<file path="config.mk">
export PLATFORM = sky130hd
export DESIGN_NAME = shift_exec_unit_flat
export DESIGN_NICKNAME = d
export VERILOG_FILES = /design/src/rtl/shift_exec_unit_pkg.sv /design/src/rtl/shift_exec_unit_if.sv /design/src/rtl/shifter_left_logical.sv /design/src/rtl/shift_exec_unit.sv /design/src/flat_wrapper.sv
export SDC_FILE = /design/constraint.sdc
export NUM_CORES = 1
export LEC_CHECK = 0
export ABC_AREA = 1
export CAP_MARGIN = 20
export CORE_MARGIN = 2
export CORE_UTILIZATION = 70
export DETAILED_ROUTE_END_ITERATION = 6
export DONT_BUFFER_PORTS = 1
export PLACE_DENSITY = 0.86
export SLEW_MARGIN = 20
export SYNTH_ARGS = -nofsm -noshare
export SYNTH_HDL_FRONTEND = slang
export SYNTH_SLANG_ARGS = --single-unit
</file>
<file path="constraint.sdc">
create_clock -name clk_i -period 3.25 [get_ports clk_i]
set_input_delay 0.4875 -clock clk_i [delete_from_list [all_inputs] [get_ports clk_i]]
set_output_delay 0.4875 -clock clk_i [all_outputs]
set_load 0.01 [all_outputs]
</file>
<file path="src/rtl/shift_exec_unit_pkg.sv">
// Shared types and helpers for the RV32 execute-stage shift unit.
// Holds the operation encoding, default widths and the bit-reversal helper.
package shift_pkg;

    localparam int DATA_WIDTH_C  = 32;
    localparam int SHIFT_WIDTH_C = 5;

    typedef enum logic [1:0] {
        SHIFT_SLL  = 2'b00,
        SHIFT_SRL  = 2'b01,
        SHIFT_RSVD = 2'b10,
        SHIFT_SRA  = 2'b11
    } shift_op_e;

    // Right shifts reuse the left shifter by mirroring the word on both sides.
    function automatic logic [DATA_WIDTH_C-1:0] bit_reverse(input logic [DATA_WIDTH_C-1:0] x);
        logic [DATA_WIDTH_C-1:0] r;
        for (int i = 0; i < DATA_WIDTH_C; i++) begin
            r[i] = x[DATA_WIDTH_C-1-i];
        end
        return r;
    endfunction

endpackage

</file>
<file path="src/rtl/shift_exec_unit_if.sv">
// Handshake bundle between decode/register-read, the shift unit and write-back.
// The slave modport is the unit's view; master is the surrounding pipeline's view.
interface shift_exec_unit_if
    import shift_pkg::*;
#(
    parameter int DATA_WIDTH  = DATA_WIDTH_C,
    parameter int SHIFT_WIDTH = SHIFT_WIDTH_C
);
    logic                   valid_i;
    logic                   ready_o;
    logic [1:0]             op_i;
    logic [DATA_WIDTH-1:0]  data_i;
    logic [SHIFT_WIDTH-1:0] shift_value_i;
    logic                   valid_o;
    logic                   ready_i;
    logic [DATA_WIDTH-1:0]  data_o;
    logic                   illegal_o;

    modport slave (
        input  valid_i, op_i, data_i, shift_value_i, ready_i,
        output ready_o, valid_o, data_o, illegal_o
    );

    modport master (
        output valid_i, op_i, data_i, shift_value_i, ready_i,
        input  ready_o, valid_o, data_o, illegal_o
    );
endinterface

</file>
<file path="src/rtl/shifter_left_logical.sv">
// Combinational left-logical barrel shifter shared by the execute stage.
module shifter_left_logical #(
    parameter int DATA_WIDTH  = 32,
    parameter int SHIFT_WIDTH = 5
) (
    input  logic [DATA_WIDTH-1:0]  i_data,
    input  logic [SHIFT_WIDTH-1:0] i_shift,
    output logic [DATA_WIDTH-1:0]  o_data
);
    assign o_data = i_data << i_shift;
endmodule

</file>
<file path="src/rtl/shift_exec_unit.sv">
// Registered SLL/SRL/SRA execute stage with a 2-entry skid buffer towards write-back.
// Right shifts mirror the operand around a left shifter; a second shifter builds the SRA fill mask.
module shift_exec_unit
    import shift_pkg::*;
#(
    parameter int DATA_WIDTH  = DATA_WIDTH_C,
    parameter int SHIFT_WIDTH = SHIFT_WIDTH_C
) (
    input  logic                  clk_i,
    input  logic                  rst_n_i,
    shift_exec_unit_if.slave      bus
);
    logic [DATA_WIDTH-1:0] w_shl_in;
    logic [DATA_WIDTH-1:0] w_shl_out;
    logic [DATA_WIDTH-1:0] w_mask_out;
    logic [DATA_WIDTH-1:0] w_srl;
    logic [DATA_WIDTH-1:0] w_sra_fill;
    logic [DATA_WIDTH-1:0] w_result;
    logic                  w_illegal;
    logic                  w_accept;
    shift_op_e             w_op;

    logic                  r_out_valid;
    logic [DATA_WIDTH-1:0] r_out_data;
    logic                  r_out_illegal;
    logic                  r_skid_valid;
    logic [DATA_WIDTH-1:0] r_skid_data;
    logic                  r_skid_illegal;

    assign w_op     = shift_op_e'(bus.op_i);
    assign w_shl_in = (w_op == SHIFT_SLL) ? bus.data_i : bit_reverse(bus.data_i);

    shifter_left_logical #(
        .DATA_WIDTH  (DATA_WIDTH),
        .SHIFT_WIDTH (SHIFT_WIDTH)
    ) u_shl_operand (
        .i_data  (w_shl_in),
        .i_shift (bus.shift_value_i),
        .o_data  (w_shl_out)
    );

    // Mask path: mirrored ones shifted left gives the bits an SRA must fill with the sign.
    shifter_left_logical #(
        .DATA_WIDTH  (DATA_WIDTH),
        .SHIFT_WIDTH (SHIFT_WIDTH)
    ) u_shl_mask (
        .i_data  ({DATA_WIDTH{1'b1}}),
        .i_shift (bus.shift_value_i),
        .o_data  (w_mask_out)
    );

    assign w_srl      = bit_reverse(w_shl_out);
    assign w_sra_fill = bus.data_i[DATA_WIDTH-1] ? ~bit_reverse(w_mask_out) : '0;

    always_comb begin
        w_result  = '0;
        w_illegal = 1'b0;
        case (w_op)
            SHIFT_SLL:  w_result = w_shl_out;
            SHIFT_SRL:  w_result = w_srl;
            SHIFT_SRA:  w_result = w_srl | w_sra_fill;
            default:    w_illegal = 1'b1;
        endcase
    end

    assign w_accept = bus.valid_i & ~r_skid_valid;

    always_ff @(posedge clk_i or negedge rst_n_i) begin
        if (!rst_n_i) begin
            r_out_valid    <= 1'b0;
            r_out_data     <= '0;
            r_out_illegal  <= 1'b0;
            r_skid_valid   <= 1'b0;
            r_skid_data    <= '0;
            r_skid_illegal <= 1'b0;
        end else if (!r_out_valid || bus.ready_i) begin
            // Skid drains first; ready_o was low so nothing new can arrive this cycle.
            if (r_skid_valid) begin
                r_out_valid   <= 1'b1;
                r_out_data    <= r_skid_data;
                r_out_illegal <= r_skid_illegal;
                r_skid_valid  <= 1'b0;
            end else if (w_accept) begin
                r_out_valid   <= 1'b1;
                r_out_data    <= w_result;
                r_out_illegal <= w_illegal;
            end else begin
                r_out_valid   <= 1'b0;
            end
        end else if (w_accept) begin
            r_skid_valid   <= 1'b1;
            r_skid_data    <= w_result;
            r_skid_illegal <= w_illegal;
        end
    end

    assign bus.ready_o   = ~r_skid_valid;
    assign bus.valid_o   = r_out_valid;
    assign bus.data_o    = r_out_data;
    assign bus.illegal_o = r_out_illegal;

endmodule

</file>
<file path="src/flat_wrapper.sv">
// flat-port wrapper written by rule: the top's interface ports become plain ports
module shift_exec_unit_flat import shift_pkg::*;
#(
    parameter int DATA_WIDTH  = DATA_WIDTH_C,
    parameter int SHIFT_WIDTH = SHIFT_WIDTH_C
)
  (clk_i, rst_n_i, bus_valid_i, bus_op_i, bus_data_i, bus_shift_value_i, bus_ready_i, bus_ready_o, bus_valid_o, bus_data_o, bus_illegal_o);
  shift_exec_unit_if #(.DATA_WIDTH(DATA_WIDTH), .SHIFT_WIDTH(SHIFT_WIDTH)) bus_i ();
  input  logic clk_i;
  input  logic rst_n_i;
  input wire logic [$bits(bus_i.valid_i)-1:0] bus_valid_i;
  input wire logic [$bits(bus_i.op_i)-1:0] bus_op_i;
  input wire logic [$bits(bus_i.data_i)-1:0] bus_data_i;
  input wire logic [$bits(bus_i.shift_value_i)-1:0] bus_shift_value_i;
  input wire logic [$bits(bus_i.ready_i)-1:0] bus_ready_i;
  output wire logic [$bits(bus_i.ready_o)-1:0] bus_ready_o;
  output wire logic [$bits(bus_i.valid_o)-1:0] bus_valid_o;
  output wire logic [$bits(bus_i.data_o)-1:0] bus_data_o;
  output wire logic [$bits(bus_i.illegal_o)-1:0] bus_illegal_o;
  assign bus_i.valid_i = bus_valid_i;
  assign bus_i.op_i = bus_op_i;
  assign bus_i.data_i = bus_data_i;
  assign bus_i.shift_value_i = bus_shift_value_i;
  assign bus_i.ready_i = bus_ready_i;
  assign bus_ready_o = bus_i.ready_o;
  assign bus_valid_o = bus_i.valid_o;
  assign bus_data_o = bus_i.data_o;
  assign bus_illegal_o = bus_i.illegal_o;
  shift_exec_unit #(.DATA_WIDTH(DATA_WIDTH), .SHIFT_WIDTH(SHIFT_WIDTH)) u_core (.clk_i(clk_i), .rst_n_i(rst_n_i), .bus(bus_i));
endmodule
</file>
==> reports/qor.log, run 1 <==
INFO  clocking       max-clock-path-buffers=2
INFO  critical_path  ff2ff_path_depth=6
INFO  pwr            total_power=0.00275W
INFO  yosys          syn_avg_cell_area=5.77squm
INFO  outcome        failing_checks=negative hold slack
INFO  clocking       worstSkewPairLatency=0.36ns
INFO  critical_path  critPathKind=in2reg
INFO  cells_and_area instances_no_fill=1,082
INFO  global_routing grt_overflow_total=0
INFO  placed_design  finalWeightedCongestion=1.12
INFO  pwr            p_per_area=457nW/um^2
INFO  sta            min_period_over_period=0.726
INFO  sta            setup_viol=0
INFO  job            count_of_maximum_capacitance_violations=0
INFO  clocking       cts_hold_repair.buffers=1
INFO  yosys          synth_sequential_area_ratio=0.291
INFO  routing        remaining_drc_errors=0
INFO  sta            rsz_0062_raised_after_global_routing=false
INFO  clocking       cts_tree=yes
INFO  yosys          ys_warn_count=0
INFO  pwr            power.ir.vdd_worst=0.360mV
INFO  yosys          synth_compound_gate_area_share=0.0836
INFO  cells_and_area nets=1,015
INFO  routing        postRouteWirelength=19,400microns
INFO  floorplan      std_cell_rows=33
INFO  clocking       post_cts_buffers=0
INFO  sta            finClkSkew=0.0119ns
INFO  cells_and_area filler_cell_count=691
INFO  worst_hold_path min_path_type=in2async
INFO  global_routing track_usage=0.438
INFO  routing        average_wire_length_per_cell_after_detail_routing=17.9microns
INFO  floorplan      initial_utilization=0.716
INFO  yosys          ys_types=23
INFO  placed_design  port_buffers=0
INFO  yosys          synthCells=1,015
INFO  critical_path  worst-path-max-fanout=34
INFO  critical_path  cp.arrival=2.60ns
INFO  clocking       cts.htree.levels=3
INFO  global_routing antenna_violations_before_repair=0
INFO  sta            totalNegativeSetupSlack=0ns
INFO  global_routing global_route_wire_length_before_repair=31,100microns
INFO  sta            peak_clock_frequency_supported_by_timing=424MHz
INFO  placed_design  post-dp-hpwl=14,000microns
INFO  yosys          ffs_latches_synth=68
INFO  clocking       cts_num_sinks=68
INFO  critical_path  r2r_slack=1.35ns
INFO  floorplan      die_height=95.4microns
INFO  critical_path  setup.worst_path.start_class=input pin
INFO  floorplan      dieArea=9110squm
INFO  sta            finalCriticalPeriod=2.36ns
INFO  clocking       clock_tree.root_cell=clkbuf_8
INFO  sta            worst_pin_slew=0.910ns
INFO  outcome        status=complete, but fails checks
INFO  routing        postRouteAntennaNets=0
INFO  floorplan      fp.dieW=95.4microns
INFO  floorplan      ports=78
INFO  critical_path  critPathRequiredTime=3.49ns
INFO  cells_and_area n_antenna_cell=0
INFO  pwr            power.leakage=3.17nW
INFO  global_routing grt_max_degree=69
INFO  cells_and_area final_core_util=0.738
INFO  cells_and_area area_growth=3.01%
INFO  clocking       cts_buffers=9
INFO  critical_path  critical_path.reg2reg.endpoint=u_core.r_skid_data[9]$_DFFE_PN0P_
INFO  sta            timing.slew.headroom=0.393
INFO  yosys          post_synth_and_or_nand_nor_area_fraction=0.526
INFO  routing        first_pass_iters=7
INFO  critical_path  startpoint=bus_op_i[1]
INFO  routing        drt-vias-per-instance=6.52
INFO  yosys          post_synth_fa_ha_maj_area_fraction=0
INFO  global_routing first_global_vias=6,375
INFO  yosys          synth_xor_area_frac=0
INFO  routing        dr_total_vias=7,055
INFO  sta            number_of_pins_with_negative_max_slew_slack_in_the_final_report=0
INFO  critical_path  setup.worst_path.end=u_core.bus.data_o[28]$_DFFE_PN0P_
INFO  yosys          syn-cell-area=5850squm
INFO  critical_path  worstReg2RegStart=u_core.r_skid_valid$_DFFE_PN0P_
INFO  yosys          postSynthNetCount=1,058
INFO  routing        drt-initial-drc-count=1,062
INFO  sta            worst_hold_slack=-0.00229ns
INFO  placed_design  placed_cells=1,065
INFO  floorplan      placeable_area=8180squm
INFO  clocking       cts_resized=0
INFO  critical_path  category_of_the_worst_setup_path_capture_point=register
INFO  yosys          combinational_family_with_the_most_area_after_synthesis=simple AND/OR/NAND/NOR gates
INFO  yosys          synth.mux.area_fraction=0.00192
INFO  clocking       cts.reportedPaths.clkPinSlew=0.08ns
INFO  cells_and_area drive_above_1_share=0.0389
INFO  sta            report.final.hold_viol_count=11
==> cells in the mapped netlist, drive strengths merged <==
library cell / instances / area [sq um]
o21ai: 55 / 275
clkinv: 1 / 3.75
a21oi: 20 / 100
a31oi: 16 / 100
nand2: 342 / 1290
buf: 34 / 171
clkbuf: 33 / 124
dfrtp: 68 / 1700
o22ai: 1 / 6.26
nand3: 277 / 1390
nand4: 17 / 106
o211ai: 1 / 7.51
nor2: 75 / 289
mux2: 1 / 11.3
nor3: 1 / 5.00
inv: 73 / 274
==> report_power, final <==
group          internal (W)  switching (W)  total (W)  leakage, nW
combinational      0.000269       0.000568   0.000837         2.23
clock              0.000365       0.000376   0.000741        0.101
sequential          0.00103       0.000150    0.00118        0.843
total               0.00166        0.00109    0.00275         3.17
==> metrics by stage <==
stage	setup slack (ns)	cell area (sq um)	hold slack [ns]
floorplan	1.31	5850	0.192
global placement	0.707	5800	0.193
detailed placement	0.607	5800	0.193
CTS	0.963	6030	0.0174
global route	0.724	6030	0.0206
finish	0.890	6030	-0.00229
==> final cells by class <==
type	count	area, sq um	area share
multi-input combinational	806	3580	0.594
sequential	68	1700	0.282
inverter	74	278	0.0461
tap	105	131	0.0218
timing repair buffer	13	130	0.0216
clock buffer	9	124	0.0205
clock inverter	7	81.3	0.0135
==> state kept, by name (all words and copies together) (netlist names) <==
signal and cells:
u_core.r_skid_valid 1, u_core.r_skid_data 32, u_core.bus.illegal_o 1, u_core.r_skid_illegal 1
u_core.bus.data_o 32, u_core.bus.valid_o 1
==> cell usage in the layout (no fill, tap or decap) <==
master	count
nand2_1	339
nand3_1	277
nor2_1	74
inv_1	69
dfrtp_1	68
o21ai_0	38
a21oi_1	20
o21ai_1	17
nand4_1	17
a31oi_1	16
buf_4	11
clkbuf_8	9
inv_2	3
nand2_2	3
inv_6	3
clkinv_1	2
clkinv_4	2
nor3_2	1
nor2_4	1
o22ai_1	1
o211ai_1	1
mux2_2	1
clkinvlp_4	1
bufinv_16	1
buf_16	1
buf_12	1
==> cell families after synthesis <==
logic type,after synthesis
AND/OR/NAND/NOR,712
flip-flops,68
AO/OA/AOI/OAI,93
multiplexers,1
buffers and inverters,141
==> worst min path at each step <==
stage                                                    end  slack, ns  cells after the start    start
after CTS                 u_core.r_skid_data[20]$_DFFE_PN0P_       0.02                      1  rst_n_i
after detailed placement   u_core.bus.data_o[13]$_DFFE_PN0P_       0.19                      0  rst_n_i
after global placement     u_core.bus.data_o[13]$_DFFE_PN0P_       0.19                      0  rst_n_i
after floorplan             u_core.bus.data_o[0]$_DFFE_PN0P_       0.19                      0  rst_n_i
final                     u_core.r_skid_data[17]$_DFFE_PN0P_     -0.002                      1  rst_n_i
after global routing      u_core.r_skid_data[17]$_DFFE_PN0P_       0.02                      1  rst_n_i
==> critical path: stages <==
cell     delay (ns)
nor2_4         0.57
buf_4          0.25
nand2_1        0.06
nand3_1        0.13
nand3_1        0.14
nand3_1        0.14
nand3_1        0.16
nand3_1        0.17
nand2_1        0.06
nand2_1        0.06
nand2_1        0.07
o21ai_1        0.21
nand2_1        0.08
==> per-layer routing <==
layer  vias to the layer above  GRT usage  wire length [microns]  part of all wire
met4                         0      0.173                    760             0.039
li1                       3268          -                      -                 -
met5                         -          0                      0                 0
met3                        66     0.0791                   2180              0.11
met1                      3204      0.598                   7620              0.39
met2                       517      0.691                   8820              0.46
Power figures use the tool's default switching activity.
==> run 2, diff against run 1 <==
--- a/config.mk
+++ b/config.mk
@@ -8,10 +8,10 @@
 export ABC_AREA = 1
 export CAP_MARGIN = 20
 export CORE_MARGIN = 2
-export CORE_UTILIZATION = 70
+export CORE_UTILIZATION = 65
 export DETAILED_ROUTE_END_ITERATION = 6
 export DONT_BUFFER_PORTS = 1
-export PLACE_DENSITY = 0.86
+export PLACE_DENSITY = 0.81
 export SLEW_MARGIN = 20
 export SYNTH_ARGS = -nofsm -noshare
 export SYNTH_HDL_FRONTEND = slang
==> constraint.sdc (replaced) <==
create_clock -name clk_i -period 2.2 [get_ports clk_i]
set_input_delay 0.33 -clock clk_i [delete_from_list [all_inputs] [get_ports clk_i]]
set_output_delay 0.33 -clock clk_i [all_outputs]
set_load 0.01 [all_outputs]
==> run 2 against run 1 <==
The flow now finishes without violations. Die area is 7.4% higher. Sequential power is 47% higher. Sequential share of layout area is 0.63 points lower. Clock skew is 0.0071 ns lower. Via count is 2.5% lower. Global-route usage is 4.5 points lower. Non-clock buffer count is 7 higher. Combinational power is 48% higher. First-iteration DRC count is 23% lower. Critical path depth is 11 lower. Worst hold slack better by 0.11 ns.
==> reports/qor.log, run 2 (synthesized netlist as in run 1, its figures left out) <==
INFO  outcome        status=finished clean
INFO  critical_path  critPathRequiredTime=1.87ns [-1.62 ns]
INFO  critical_path  cp.buffers_inverters=2 [+1]
INFO  routing        average_wire_length_per_cell_after_detail_routing=17.3microns [-3.4%]
INFO  sta            worst_pin_slew=0.562ns [-0.348 ns]
INFO  floorplan      die_height=98.9microns [+3.6%]
INFO  critical_path  crit_chain=clkinv_1 -> buf_4
INFO  placed_design  post-dp-hpwl=14,000microns [+0.21%]
INFO  clocking       cts_resized=0 [unchanged]
INFO  cells_and_area most-common-layout-cells=nand2_1 (339), nand3_1 (277), nor2_1 (74), inv_1 (69), dfrtp_1 (68)
INFO  cells_and_area nets=1,022 [+0.69%]
INFO  placed_design  finalWeightedCongestion=1.09 [-3.4%]
INFO  critical_path  critPathKind=reg2out
INFO  floorplan      std_cell_rows=34 [+3.0%]
INFO  placed_design  port_buffers=0 [unchanged]
INFO  floorplan      dieArea=9780squm [+7.4%]
INFO  floorplan      fp.dieW=98.9microns [+3.6%]
INFO  routing        drt-initial-drc-count=816 [-23%]
INFO  clocking       cts.htree.levels=3 [unchanged]
INFO  sta            timing.slew.headroom=0.624 [+0.231]
INFO  clocking       max-clock-path-buffers=2 [unchanged]
INFO  critical_path  setup.worst_path.start_class=register
INFO  clocking       cts_hold_repair.buffers=2 [+1]
INFO  critical_path  cp.arrival=1.45ns [-1.15 ns]
INFO  cells_and_area mostFrequentLayoutCell=nand2_1
INFO  critical_path  worst-path-max-fanout=34 [unchanged]
INFO  clocking       cts.reportedPaths.clkPinSlew=0.07ns [about the same]
INFO  pwr            power.leakage=3.23nW [+1.9%]
INFO  floorplan      initial_utilization=0.671 [-0.0448]
INFO  global_routing grt_max_degree=69 [unchanged]
INFO  worst_hold_path min_path_type=in2reg
INFO  cells_and_area drive_above_1_share=0.0447 [+0.00582]
INFO  cells_and_area filler_cell_count=765 [+11%]
INFO  pwr            power.ir.vdd_worst=0.533mV [+48%]
INFO  routing        postRouteWirelength=18,900microns [-2.5%]
INFO  sta            worst_hold_slack=0.112ns [+0.115 ns]
INFO  routing        postRouteAntennaNets=0 [unchanged]
INFO  critical_path  slowest_stage=dfrtp_1
INFO  sta            finalCriticalPeriod=1.78ns
INFO  global_routing antenna_violations_before_repair=0 [unchanged]
INFO  job            count_of_maximum_capacitance_violations=0 [unchanged]
INFO  clocking       cts_tree=yes
INFO  sta            finClkSkew=0.00485ns [-0.00707 ns]
INFO  pwr            p_per_area=670nW/um^2 [+47%]
INFO  clocking       clock_tree.root_cell=clkbuf_8
INFO  routing        first_pass_iters=6 [-1]
INFO  sta            peak_clock_frequency_supported_by_timing=563MHz
INFO  global_routing global_route_wire_length_before_repair=31,100microns [+0.26%]
INFO  global_routing track_usage=0.394 [-0.0446]
INFO  clocking       post_cts_buffers=0 [unchanged]
INFO  critical_path  cp_slowest_stage_delay=0.43ns [-0.14 ns]
INFO  floorplan      ports=78 [unchanged]
INFO  routing        drt-vias-per-instance=6.30 [-3.3%]
INFO  routing        dr_total_vias=6,882 [-2.5%]
INFO  floorplan      placeable_area=8720squm [+6.7%]
INFO  cells_and_area n_antenna_cell=0 [unchanged]
INFO  routing        remaining_drc_errors=0 [unchanged]
INFO  cells_and_area area_growth=5.37%
INFO  sta            totalNegativeSetupSlack=0ns [unchanged]
INFO  clocking       worstSkewPairLatency=0.35ns [about the same]
INFO  sta            number_of_pins_with_negative_max_slew_slack_in_the_final_report=0 [unchanged]
INFO  sta            min_period_over_period=0.808
INFO  global_routing first_global_vias=6,265 [-1.7%]
INFO  critical_path  category_of_the_worst_setup_path_capture_point=output port
INFO  global_routing grt_overflow_total=0 [unchanged]
INFO  critical_path  path_delay_family=buffers and inverters
INFO  sta            setup_viol=0 [unchanged]
INFO  clocking       cts_buffers=9 [unchanged]
INFO  pwr            total_power=0.00413W [+50%]
INFO  clocking       cts_num_sinks=68 [unchanged]
INFO  sta            rsz_0062_raised_after_global_routing=false
INFO  sta            report.final.hold_viol_count=0 [-11]
==> run 2: worst paths after layout <==
path                                                         from                           endpoint  slack [ns]  cells past startpoint
worst max-delay path              u_core.r_skid_valid$_DFFE_PN0P_                        bus_ready_o        0.42                      2
worst min-delay path                                  bus_valid_i     u_core.bus.valid_o$_DFFE_PN0N_        0.11                      2
worst max register to register     u_core.bus.valid_o$_DFFE_PN0N_  u_core.r_skid_data[7]$_DFFE_PN0P_        0.58                      7
worst min register to register  u_core.r_skid_data[5]$_DFFE_PN0P_  u_core.r_skid_data[5]$_DFFE_PN0P_        0.53                      2
max in group asynchronous                                 rst_n_i   u_core.bus.data_o[5]$_DFFE_PN0P_        1.38                      2
min in group asynchronous                                 rst_n_i  u_core.bus.data_o[11]$_DFFE_PN0P_        0.52                      2
==> run 2: power by group <==
part           switching, W  leakage [nW]  internal (W)
sequential         0.000224         0.843       0.00152
clock              0.000508         0.106      0.000643
combinational      0.000820          2.28      0.000418
==> run 2: through the flow <==
stage               utilization  instances  instance area (sq um)  worst slack, ns
finish                    0.707       1092                   6170            0.423
global route              0.707       1092                   6170            0.248
CTS                       0.707       1092                   6170            0.462
detailed placement        0.677       1074                   5910            0.150
global placement          0.677       1074                   5910            0.191
floorplan                     -       1015                   5850            0.415
==> run 2: cell type report <==
cell class / count / area, sq um / area share
sequential: 68 / 1700 / 0.276
timing repair buffer: 20 / 248 / 0.0402
tap: 108 / 135 / 0.0219
clock buffer: 9 / 124 / 0.0201
multi-input combinational: 806 / 3580 / 0.581
clock inverter: 7 / 97.6 / 0.0158
inverter: 74 / 278 / 0.0450
==> run 2: routing by layer <==
metal / global-route usage / vias to the layer above / wire length [microns]
li1: - / 3272 / -
met1: 0.560 / 3093 / 7720
met2: 0.606 / 464 / 8360
met3: 0.0709 / 53 / 2140
met4: 0.138 / 0 / 669
met5: 0 / - / 0
